File: config.mk
export PLATFORM = sky130hd
export DESIGN_NAME = alu12_dispatch
export DESIGN_NICKNAME = d
export VERILOG_FILES = /design/src/rtl/alu12_dispatch.sv
export SDC_FILE = /design/constraint.sdc
export NUM_CORES = 1
export LEC_CHECK = 0
export ABC_AREA = 0
export CAP_MARGIN = 10
export CORE_MARGIN = 4
export CORE_UTILIZATION = 40
export CTS_BUF_LIST = sky130_fd_sc_hd__clkbuf_4
export DETAILED_ROUTE_END_ITERATION = 6
export PLACE_DENSITY = 0.77
export SLEW_MARGIN = 10
export SYNTH_ARGS = -nofsm -noshare
export SYNTH_HDL_FRONTEND = slang
export SYNTH_SLANG_ARGS = --single-unit
File: constraint.sdc
create_clock -name clk -period 4.8 [get_ports clk]
set_input_delay 0.48 -clock clk [delete_from_list [all_inputs] [get_ports clk]]
set_output_delay 0.48 -clock clk [all_outputs]
set_load 0.01 [all_outputs]
File: src/rtl/alu12_dispatch.sv
// alu12_dispatch
//   Operand sequencer that runs a 12-bit operation through an external
//   W-bit ripple ALU in two passes: low half (LO), then high half (HI).
//   The low-half carry-out is registered and fed back as the high-half
//   carry-in for ADD/SUB, so the pair of passes behaves like one 2W-bit
//   add or subtract.
//
// Ports
//   clk, rst_n        clock, asynchronous active-low reset
//   req_valid/ready   request handshake; req_op/req_a/req_b captured at accept
//   resp_valid/ready  response handshake; resp_result/carry/overflow held
//                     stable while resp_valid is high
//   alu_a/b/carry_in/op   drive to the ALU slice (combinational from state)
//   alu_result/carry_out  ALU outputs, consumed in the same cycle
module alu12_dispatch #(
  parameter int         W      = 6,
  parameter logic [3:0] OP_ADD = 4'b0010,
  parameter logic [3:0] OP_SUB = 4'b0110
) (
  input  logic           clk,
  input  logic           rst_n,
  input  logic           req_valid,
  output logic           req_ready,
  input  logic [3:0]     req_op,
  input  logic [2*W-1:0] req_a,
  input  logic [2*W-1:0] req_b,
  output logic           resp_valid,
  input  logic           resp_ready,
  output logic [2*W-1:0] resp_result,
  output logic           resp_carry,
  output logic           resp_overflow,
  output logic [W-1:0]   alu_a,
  output logic [W-1:0]   alu_b,
  output logic           alu_carry_in,
  output logic [3:0]     alu_op,
  input  logic [W-1:0]   alu_result,
  input  logic           alu_carry_out
);

  typedef enum logic [1:0] {IDLE, LO, HI, DONE} state_t;

  state_t           state_q, state_d;
  logic [3:0]       op_q, op_d;
  logic [2*W-1:0]   a_q, a_d;
  logic [2*W-1:0]   b_q, b_d;
  logic [W-1:0]     res_lo_q, res_lo_d;
  logic             c_mid_q, c_mid_d;
  logic [2*W-1:0]   resp_result_q, resp_result_d;
  logic             resp_carry_q, resp_carry_d;
  logic             resp_overflow_q, resp_overflow_d;

  logic             is_add;
  logic             is_sub;
  logic             is_arith;

  // Two's-complement overflow from sign bits only. For subtract the ALU
  // adds ~b, so overflow needs operands of differing sign instead of equal.
  function automatic logic signed_ovf(input logic sub, input logic a_msb,
                                      input logic b_msb, input logic r_msb);
    return (((a_msb ^ b_msb) == sub) && (r_msb != a_msb));
  endfunction

  assign is_add   = (op_q == OP_ADD);
  assign is_sub   = (op_q == OP_SUB);
  assign is_arith = is_add || is_sub;

  // Next-state and capture logic
  always_comb begin
    state_d         = state_q;
    op_d            = op_q;
    a_d             = a_q;
    b_d             = b_q;
    res_lo_d        = res_lo_q;
    c_mid_d         = c_mid_q;
    resp_result_d   = resp_result_q;
    resp_carry_d    = resp_carry_q;
    resp_overflow_d = resp_overflow_q;
    case (state_q)
      IDLE: begin
        if (req_valid) begin
          op_d    = req_op;
          a_d     = req_a;
          b_d     = req_b;
          state_d = LO;
        end
      end
      LO: begin
        res_lo_d = alu_result;
        c_mid_d  = alu_carry_out;
        state_d  = HI;
      end
      HI: begin
        resp_result_d   = {alu_result, res_lo_q};
        resp_carry_d    = is_arith ? alu_carry_out : 1'b0;
        resp_overflow_d = is_arith ? signed_ovf(is_sub, a_q[2*W-1], b_q[2*W-1],
                                                alu_result[W-1]) : 1'b0;
        state_d         = DONE;
      end
      DONE: begin
        if (resp_ready) state_d = IDLE;
      end
      default: state_d = IDLE;
    endcase
  end

  // ALU drive: zero outside the two passes so the slice sees a quiet bus
  always_comb begin
    alu_a        = '0;
    alu_b        = '0;
    alu_op       = '0;
    alu_carry_in = 1'b0;
    case (state_q)
      LO: begin
        alu_a        = a_q[W-1:0];
        alu_b        = b_q[W-1:0];
        alu_op       = op_q;
        alu_carry_in = is_sub;
      end
      HI: begin
        alu_a        = a_q[2*W-1:W];
        alu_b        = b_q[2*W-1:W];
        alu_op       = op_q;
        alu_carry_in = is_arith ? c_mid_q : 1'b0;
      end
      default: ;
    endcase
  end

  // Control and response registers
  always_ff @(posedge clk or negedge rst_n) begin
    if (!rst_n) begin
      state_q         <= IDLE;
      resp_result_q   <= '0;
      resp_carry_q    <= 1'b0;
      resp_overflow_q <= 1'b0;
    end else begin
      state_q         <= state_d;
      resp_result_q   <= resp_result_d;
      resp_carry_q    <= resp_carry_d;
      resp_overflow_q <= resp_overflow_d;
    end
  end

  // Operand and intermediate registers: only observed in LO/HI, which are
  // always entered through a fresh capture, so they need no reset.
  always_ff @(posedge clk) begin
    op_q     <= op_d;
    a_q      <= a_d;
    b_q      <= b_d;
    res_lo_q <= res_lo_d;
    c_mid_q  <= c_mid_d;
  end

  assign req_ready     = rst_n && (state_q == IDLE);
  assign resp_valid    = (state_q == DONE);
  assign resp_result   = resp_result_q;
  assign resp_carry    = resp_carry_q;
  assign resp_overflow = resp_overflow_q;

endmodule

# [Word-level counts from Yosys, hierarchy flattened]
# Cells that the tools add are included.
[word_totals] regBits=51 in_bits=39 output_inout_bits=33 wordCells=36
[op_classes] eq_ne=9 mux=10 bitwise=1 reduce_logical=7
[ops] cell="6-bit case mux with 2 select lines" n=2
[ops] cell="2-bit case mux with 4 select lines" n=1
[ops] cell="2-bit equality test, second input constant" n=2
[ops] cell="4-bit by 2-bit equality test with 1-bit output, second input constant" n=1
[ops] cell="4-bit by 3-bit equality test with 1-bit output, second input constant" n=1
[ops] cell="2-bit 2-to-1 mux" n=2
[ops] cell="4-bit 2-to-1 mux" n=1
[ops] cell="2-bit AND reduction" n=2
[ops] cell="1-bit 2-to-1 mux" n=3
[ops] cell="2-bit by 1-bit equality test with 1-bit output, second input constant" n=1
[ops] cell="1-bit logical AND" n=2
[ops] cell="2-bit logical NOT" n=1
[ops] cell="2-bit by 1-bit != test with 1-bit output, second input constant" n=1
[ops] cell="2-bit != test, second input constant" n=1
[ops] cell="1-bit case mux with 2 select lines" n=1
[ops] cell="2-bit OR reduction" n=1
[ops] cell="1-bit equality test" n=1
[ops] cell="1-bit logical OR" n=1
[ops] cell="1-bit != test" n=1
[ops] cell="1-bit bitwise XOR" n=1

# [Logic depth before layout (Yosys ltp)]
# Gate-level depths: netlist of run 1.
[logic_depth] depth_word=4 mapped_depth=5 ltp_nobuf=4

# [Worst setup path after synthesis of run 1]
# No wires, ideal clock.
[synth_timing] path_type="reg2out" start="register state_q[1]" end="output port alu_a[1]" t_arrival_ns=1.335 t_required_ns=4.320 setup_slack_ns=2.985 path_stages_with_launch=6 path_buffers=1 cell_sequence="dfrtp_1 > inv_1 > ha_1 > buf_2 > a22oi_1 > nor2b_1"
[synth_between] elab_chain_len=2 elab_cells_between_ends=3 cone_classes="2 x eq/ne; 1 x mux"
[synth_rtl] element="from (decl)" line="42" rtl="state_t state_q, state_d;"
[synth_rtl] element="from (signal assigned)" line="137" rtl="state_q <= state_d;"
[synth_rtl] element="2-bit equality test / 2-bit by 1-bit equality test with 1-bit output (equally long branches)" line="112" rtl="case (state_q)"
[synth_rtl] element="6-bit case mux with 2 select lines (*)" line="112"
[synth_rtl] element="to (decl)" line="32" rtl="output logic [W-1:0] alu_a,"
# Every way passes the cells marked *; elsewhere a longest branch is shown, timed or not.

# [Final worst setup path of run 1]
[layout_timing] start="register state_q[0]" end="output port alu_b[0]"
[layout_between] elab_chain_len=2 elab_cells_between_ends=3 cone_classes="2 x eq/ne; 1 x mux"
[layout_rtl] element="2-bit equality test / 2-bit by 1-bit equality test with 1-bit output (equally long branches)" line="112"
[layout_rtl] element="6-bit case mux with 2 select lines (*)" line="112"
[layout_rtl] element="to (decl)" line="33" rtl="output logic [W-1:0] alu_b,"
# Marks and branches as above.

==> results of run 1 <==
==> metal layers <==
metal | GRT usage (%) | share of wire (%) | vias up
met5 | 0 | 0 | -
met4 | 4.64 | 1.4 | 0
met3 | 5.44 | 11 | 8
met2 | 20.0 | 45 | 63
met1 | 16.1 | 42 | 584
li1 | - | - | 594
==> kinds of logic (layout without fill, tap and decap cells) <==
family	Yosys count	after routing	synth area share, %
flip-flops	51	51	72.2
AO/OA/AOI/OAI	17	17	6.35
AND/OR/NAND/NOR	26	26	7.85
multiplexers	14	14	7.78
adder cells (fa/ha/maj)	4	4	2.49
buffers and inverters	10	84	2.86
XOR/XNOR	1	1	0.436
==> registers in the layout (all words and copies together) (netlist names), 2 cells and up <==
name	count
b_q	12
res_lo_q	6
state_q	2
a_q	12
resp_result	12
op_q	4
==> critical path: cells and delay by family, from the launching register on <==
| kind | cells | cell delay [ns] |
|---|---|---|
| compound gates | 1 | 0.24 |
| buf+inv | 2 | 0.64 |
| fa+ha+maj | 1 | 0.94 |
| simple gates | 1 | 0.17 |
| flops | 1 | 0.43 |
==> path summary, 6_finish.rpt <==
| check | start | end |
|---|---|---|
| min in group asynchronous | rst_n | resp_result[3] |
| worst min-delay path | res_lo_q[5] | resp_result[5] |
| worst min register to register | res_lo_q[5] | resp_result[5] |
| worst max register to register | state_q[0] | resp_result[0] |
| max in group asynchronous | rst_n | resp_result[0] |
| worst max-delay path | state_q[0] | alu_b[0] |
==> report_power, final <==
| part | internal (mW) | leakage (nW) | switching (mW) | total, mW |
|---|---|---|---|---|
| combinational | 0.433 | 0.453 | 0.339 | 0.773 |
| sequential | 0.614 | 0.515 | 0.0551 | 0.669 |
| clock | 0.0602 | 0.0307 | 0.123 | 0.183 |
==> stage by stage <==
step | setup slack [ns] | instance area [um2] | hold slack, ns | util (%) | cells
after floorplan | 2.99 | 2010 | 0.184 | - | 123
after global placement | 2.00 | 2770 | 0.457 | 57.8 | 256
after detailed placement | 1.91 | 2770 | 0.465 | 57.8 | 256
after CTS | 1.47 | 2820 | 0.492 | 58.9 | 264
after global routing | 1.32 | 2820 | 0.512 | 58.9 | 264
final | 1.54 | 2820 | 0.490 | 58.9 | 264
==> cell usage after synthesis <==
cell type / instances
sky130_fd_sc_hd__edfxtp_1: 35
sky130_fd_sc_hd__dfrtp_1: 16
sky130_fd_sc_hd__nor2b_1: 14
sky130_fd_sc_hd__a22oi_1: 13
sky130_fd_sc_hd__mux2_2: 13
sky130_fd_sc_hd__and2_1: 6
sky130_fd_sc_hd__inv_1: 5
sky130_fd_sc_hd__ha_1: 4
sky130_fd_sc_hd__buf_6: 2
sky130_fd_sc_hd__nand2_1: 2
sky130_fd_sc_hd__a21oi_2: 1
sky130_fd_sc_hd__buf_2: 1
sky130_fd_sc_hd__buf_4: 1
sky130_fd_sc_hd__clkbuf_1: 1
sky130_fd_sc_hd__mux2i_1: 1
sky130_fd_sc_hd__nand3_1: 1
sky130_fd_sc_hd__nor2_1: 1
sky130_fd_sc_hd__nor2b_2: 1
sky130_fd_sc_hd__nor3b_1: 1
sky130_fd_sc_hd__o21ai_0: 1
sky130_fd_sc_hd__o22ai_1: 1
sky130_fd_sc_hd__o32a_1: 1
sky130_fd_sc_hd__xnor2_1: 1
==> cell usage in the layout, fill, tap and decap left out <==
cell type | synthesis | layout
sky130_fd_sc_hd__a21oi_2 | 1 | 1
sky130_fd_sc_hd__a22oi_1 | 13 | 13
sky130_fd_sc_hd__and2_1 | 6 | 5
sky130_fd_sc_hd__and2_2 | 0 | 1
sky130_fd_sc_hd__clkbuf_4 | 0 | 6
sky130_fd_sc_hd__clkdlybuf4s50_1 | 0 | 71
sky130_fd_sc_hd__clkinv_1 | 0 | 2
sky130_fd_sc_hd__dfrtp_1 | 16 | 16
sky130_fd_sc_hd__edfxtp_1 | 35 | 35
sky130_fd_sc_hd__ha_1 | 4 | 4
sky130_fd_sc_hd__inv_1 | 5 | 5
sky130_fd_sc_hd__mux2_2 | 13 | 13
sky130_fd_sc_hd__mux2i_1 | 1 | 1
sky130_fd_sc_hd__nand2_1 | 2 | 2
sky130_fd_sc_hd__nand3_1 | 1 | 1
sky130_fd_sc_hd__nor2_1 | 1 | 1
sky130_fd_sc_hd__nor2b_1 | 14 | 14
sky130_fd_sc_hd__nor2b_2 | 1 | 1
sky130_fd_sc_hd__nor3b_1 | 1 | 1
sky130_fd_sc_hd__o21ai_0 | 1 | 1
sky130_fd_sc_hd__o22ai_1 | 1 | 1
sky130_fd_sc_hd__o32a_1 | 1 | 1
sky130_fd_sc_hd__xnor2_1 | 1 | 1
==> layout make-up <==
class,instances,area [um2]
Sequential cell,51,1450
Multi-Input combinational cell,62,502
Tap cell,67,83.8
Clock buffer,6,45.0
Fill cell,396,1970
Timing Repair Buffer,71,711
Clock inverter,2,7.51
Inverter,5,18.8
==> impl_summary.md, run 1 <==
Outcome
The flow ran to the end, and the final reports show no timing, DRC or antenna violations.

Placement
The count of buffers added on input and output ports is between 70 and 80. The final HPWL from detailed placement is 2.91 mm. At the end of routability-driven placement, the weighted congestion stood at 0.754.

Floorplan
The initial utilization of the core area, before any placement, comes to a little over two fifths. The die width is 78.9 um. The number of placement rows is 25. between 70 and 80 I/O pins were placed. The die covers roughly 6200 um2. The area of the placeable core is 4790 um2. The height of the die is between 70 and 80 um.

Critical path
The critical path's largest stage delay is 0.94 ns. For the worst setup path, the data required time is 4.32 ns. The signal on the critical path passes through inv_1, ha_1, a22oi_1, nor2b_1, clkdlybuf4s50_1.

The number of cells on the worst reg-to-reg path is 3. The classification of the worst setup path is flop to primary output. The worst setup path is launched from a flop.

In this run the worst path has a maximum fanout of 30. In this run the register-to-register setup slack is ~2.8 ns. The arrival time of data at the critical path endpoint is approximately 2.8 ns. On the critical path, the stage with the largest delay is an instance of sky130_fd_sc_hd__ha_1. The endpoint kind of the worst setup timing path is a primary output.

STA
Clock skew on the completed layout was measured at around 0.0038 ns. At the pin with the least slew margin, the transition time is 1.16 ns. Setup violations remaining at the end of the flow were counted as 0.

The relative slew slack is 22.7%. The final clock period utilization by the worst path is approximately two thirds. The max-slew violation count was 0.

The total count of hold-check failures in the final report is 0. Setup repair after global routing left no endpoint under its margin. The time the worst path needs with I/O delays and setup is about 3.3 ns. The maximum clock frequency is between 300 and 400 MHz. The final setup TNS is 0 ns.

Detailed routing
The wire length after detailed routing is ~4 mm. The number of vias after detailed routing is approximately 1200. The remaining routing DRC violations is 0. The post-route antenna net violation count is 0.

The pre-antenna-repair detailed-routing pass consisted of 4 iterations. The number of DRC markers after the initial detailed-route iteration is between 70 and 80. The per-cell via count in the routed design is 4.73.

Dividing the detail-routed wire length by the instance count gives around 15 um.

Synth
Of all cell types, the one taking the most synthesized area is sky130_fd_sc_hd__edfxtp_1. The post-synth net total is 166. Synthesis inferred about 50 register bits. The synthesized netlist cell count is 123. After synthesis, the mean cell area works out to approximately 16 um2.

The number of distinct library cell variants in the gate-level netlist after synthesis is 23. Yosys attributes the largest share of cell area to sky130_fd_sc_hd__edfxtp_1, sky130_fd_sc_hd__dfrtp_1, sky130_fd_sc_hd__mux2_2. The share of synthesized area occupied by flip-flops and latches is between 70 and 80%. The share of Yosys cell area claimed by the top area cell type is 52.3%.

The post-synthesis instance area is about 2000 um2. Yosys printed 0 warnings.

CTS
The cell at the root of the clock tree is sky130_fd_sc_hd__clkbuf_4. Once the clock tree was built, the resizer swapped 0 gates to a different size. The total clock buffers created by CTS is 5. The post-CTS setup-driven buffer insertion count is 0. In this run the number of H-tree levels came out at 2. The TritonCTS clock tree is built. The clock passes through at most 2 buffers.

Counting every sink on the clock net gives roughly 50. Clock-pin slew was measured on the worst setup and hold paths at 0.13 ns. The total of hold buffers inserted after clock tree synthesis is 0. The clock insertion delay at the later pin of the skew report is 0.36 ns.

Hold path
Along the worst hold path, the cell count comes to 1. The class of the tightest hold or removal check is flop to flop.

Power
The overall power is between 1.5 and 2 mW. Dividing total power by cell area gives a power density of between 500 and 600 nW/um2. Summed over all cells, the static leakage comes to roughly 1 nW. The maximum vdd drop is slightly below 0.0003 V.

Run
Max-cap violations in this run came to 0.

Global routing
Entering global routing, the biggest net connects 31 pins. The total routing usage reported by global routing is ~13%. The via count of the first global-routing pass is approximately 1300. The total grt overflow is 0. The first global-routing pass estimated approximately 6.2 mm of wire. The number of antenna violations at the first check in global routing is 0.

Final layout
Of the cells placed in the final design, the portion with a size suffix greater than 1 is 11.2%. The post-synthesis to final-layout area growth is 40.3%. The net count of the finished layout is 239.

The repair_antennas step left the layout with diodes totalling 0.
No activity file was read; power rests on OpenSTA's default activity.
==> run 2, diff against run 1 <==
PLACE_DENSITY = 0.8   (was 0.77)
clock period = 2.85 ns   (was 4.8 ns; I/O delays follow)
==> run 2 against run 1 <==
Compared with the run above:
- total power grew 76%
- register-to-register slack lost 1.8 ns
- clock skew grew 0.011 ns
- design area grew 1.9%
- utilization grew 1.1 points
==> impl_summary.md, run 2 (synthesis results as in run 1) <==
Outcome
The flow ran to the end, and the final reports show no timing, DRC or antenna violations.

Placement
The cell total after placement is between 200 and 300. The congestion estimate from routability-driven global placement came to about 0.73. Port buffering added between 70 and 80 buffers.

Detailed placement finished with a half-perimeter wire length of ~3.0 mm. The area after detailed placement is 2800 um2. Timing analysis after detailed placement gives a worst setup slack of 0.652 ns.

Floorplan
The initial core utilization is 42.0%. From left edge to right edge, the die measures just under 80 um. In this run the vertical extent of the chip is about 79 um. For this design the top-level I/O count stands at a little over 70.

The die covers 6220 um2. The number of placement rows is 25. The area of the placeable core is roughly 4800 um2.

Final layout
The layout net count is roughly 240. Cells with a size suffix above 1 make up between 10% and 20% of the layout. With fillers left out, the area of the finished cells amounts to between 2000 and 3000 um2. In the final layout, the multi-input gates occupy roughly 500 um2.

Leaving out fill and tap cells, the most frequent cells in the layout are sky130_fd_sc_hd__clkdlybuf4s50_1, sky130_fd_sc_hd__edfxtp_1, sky130_fd_sc_hd__dfrtp_1. The post-synthesis to final-layout area growth is 42.9%. The leading cell type in the layout, fill and taps excluded is sky130_fd_sc_hd__clkdlybuf4s50_1. The layout has between 300 and 400 filler cells.

Cells fill 60.0% of the core in the end. The repair_antennas step left the layout with diodes totalling 0. The combined flip-flop and latch cell area is between 1000 and 1500 um2. The non-filler instance count after layout is approximately 270.

CTS
Buffers inserted to repair hold after CTS numbered 0. At the later pin of the worst-skew pair, clock insertion delay measures about 0.36 ns. The maximum root-to-sink buffer count is 2. The number of H-tree branching levels is 2. Once the clock tree was built, the resizer swapped 0 gates to a different size. The total clock buffers created by CTS is 5. The post-CTS setup-driven buffer insertion count is 0. The clock-pin slew reported for the worst setup and hold paths after clock tree synthesis is about 0.14 ns. TritonCTS built the clock tree. The cell at the root of the clock tree is sky130_fd_sc_hd__clkbuf_4.

For this design, the sink count on the clock tree is between 50 and 60.

Detailed routing
The average wire per standard cell is roughly 15 um. The post-route antenna net violation count is 0. In the routed design, unresolved DRC markers number 0. The pre-antenna-repair detailed-routing pass consisted of 4 iterations. The number of vias after detailed routing is 1260. The first routing iteration left 43 violations. The wire length after detailed routing is between 4 and 5 mm. The per-cell via count in the routed design is 4.70.

Global routing
The met3 usage in global routing is approximately 6%. The largest net degree at the start of global routing is 29. The total routing usage reported by global routing is about 14%. Summed over all layers, the global routing overflow is 0. The via count of the first global-routing pass was 1337. The most congested layer reported by global routing is met2. For met1 alone, demand over resource in global routing was 18.1%. The first global-routing pass estimated 6.73 mm of wire. In the global route stage, met2 resource usage came out at around 22%.

The number of antenna violations at the first check in global routing is 0.

Power
The power density over the cells is slightly below 1000 nW/um2. Across the VDD grid, the largest voltage drop is between 0.0004 and 0.0005 V. The static power due to leakage is a little over 1 nW.

STA
The total count of hold-check failures in the final report was 0. The final setup violation count is 0. Adding up every negative setup slack in the final design gives 0 ns. For the finished layout, the period the worst path requires is about 2.6 ns. The relative slew slack is 61.6%. After layout, the worst path uses 90.9% of the clock period. Setup repair after global routing left no endpoint under its margin.

For the pin with the worst max-slew slack, the measured transition is between 0.5 and 0.6 ns. On the final layout, the worst clock skew is 0.0144 ns. The worst path setup slack after routing is between 0.2 and 0.3 ns. The max-slew violation count came to 0.

The maximum clock frequency is about 390 MHz.

Critical path
The critical path in this run is classified as flop to primary output. The worst setup path is captured at a primary output. The startpoint class of the critical path is a flop. The arrival time of data at the critical path endpoint is ~2.3 ns.

STA puts the critical path data required time at around 2.6 ns. The top fanout value on the critical path is 15.

Run
Across the run, the number of max-cap violations was 0.

Hold path
The worst hold path belongs to the class primary input to asynchronous set/reset pin.
==> run 2: final timing paths <==
check,startpoint,end,slack (ns),cells past startpoint
max in group asynchronous,rst_n,resp_result[1],2.40,2
max reg2reg,state_q[0],resp_result[8],0.98,4
min reg2reg,res_lo_q[3],resp_result[3],0.50,1
max,state_q[0],alu_b[1],0.26,5
min in group clk,req_a[7],a_q[7],0.46,1
min,rst_n,state_q[0],0.26,2
==> run 2: layout make-up <==
cell class | count | area share, %
clock buffer | 5 | 1.31
clock inverter | 3 | 1.35
inverter | 5 | 0.654
multi-input combinational | 62 | 17.4
sequential | 51 | 50.5
tap | 67 | 2.92
timing repair buffer | 75 | 25.8
==> run 2: through the flow <==
step / power, mW / hold slack [ns]
after floorplan: 1.85 / -0.0106
after global placement: 2.45 / 0.455
after detailed placement: 2.49 / 0.467
after CTS: 2.89 / 0.264
after global routing: 3.04 / 0.272
final: 2.86 / 0.261
==> run 2: metal layers <==
layer | up-vias | wire [um]
li1 | 600 | -
met1 | 593 | 1790
met3 | 6 | 424
met5 | - | 0
met4 | 0 | 44
met2 | 61 | 1870
==> run 2: critical path, cell delays in order (launching register included) <==
cell and delay, ns:
sky130_fd_sc_hd__dfrtp_1 0.44, sky130_fd_sc_hd__inv_1 0.09, sky130_fd_sc_hd__ha_1 0.52, sky130_fd_sc_hd__a22oi_1 0.18, sky130_fd_sc_hd__nor2b_1 0.13, sky130_fd_sc_hd__clkdlybuf4s50_1 0.58
==> run 2: where the power goes <==
| part | internal [mW] | leakage (nW) | switching, mW |
|---|---|---|---|
| Sequential | 1.03 | 0.515 | 0.0909 |
| Clock | 0.181 | 0.0426 | 0.218 |
| Combinational | 0.749 | 0.473 | 0.586 |
| Total | 1.96 | 1.03 | 0.895 |
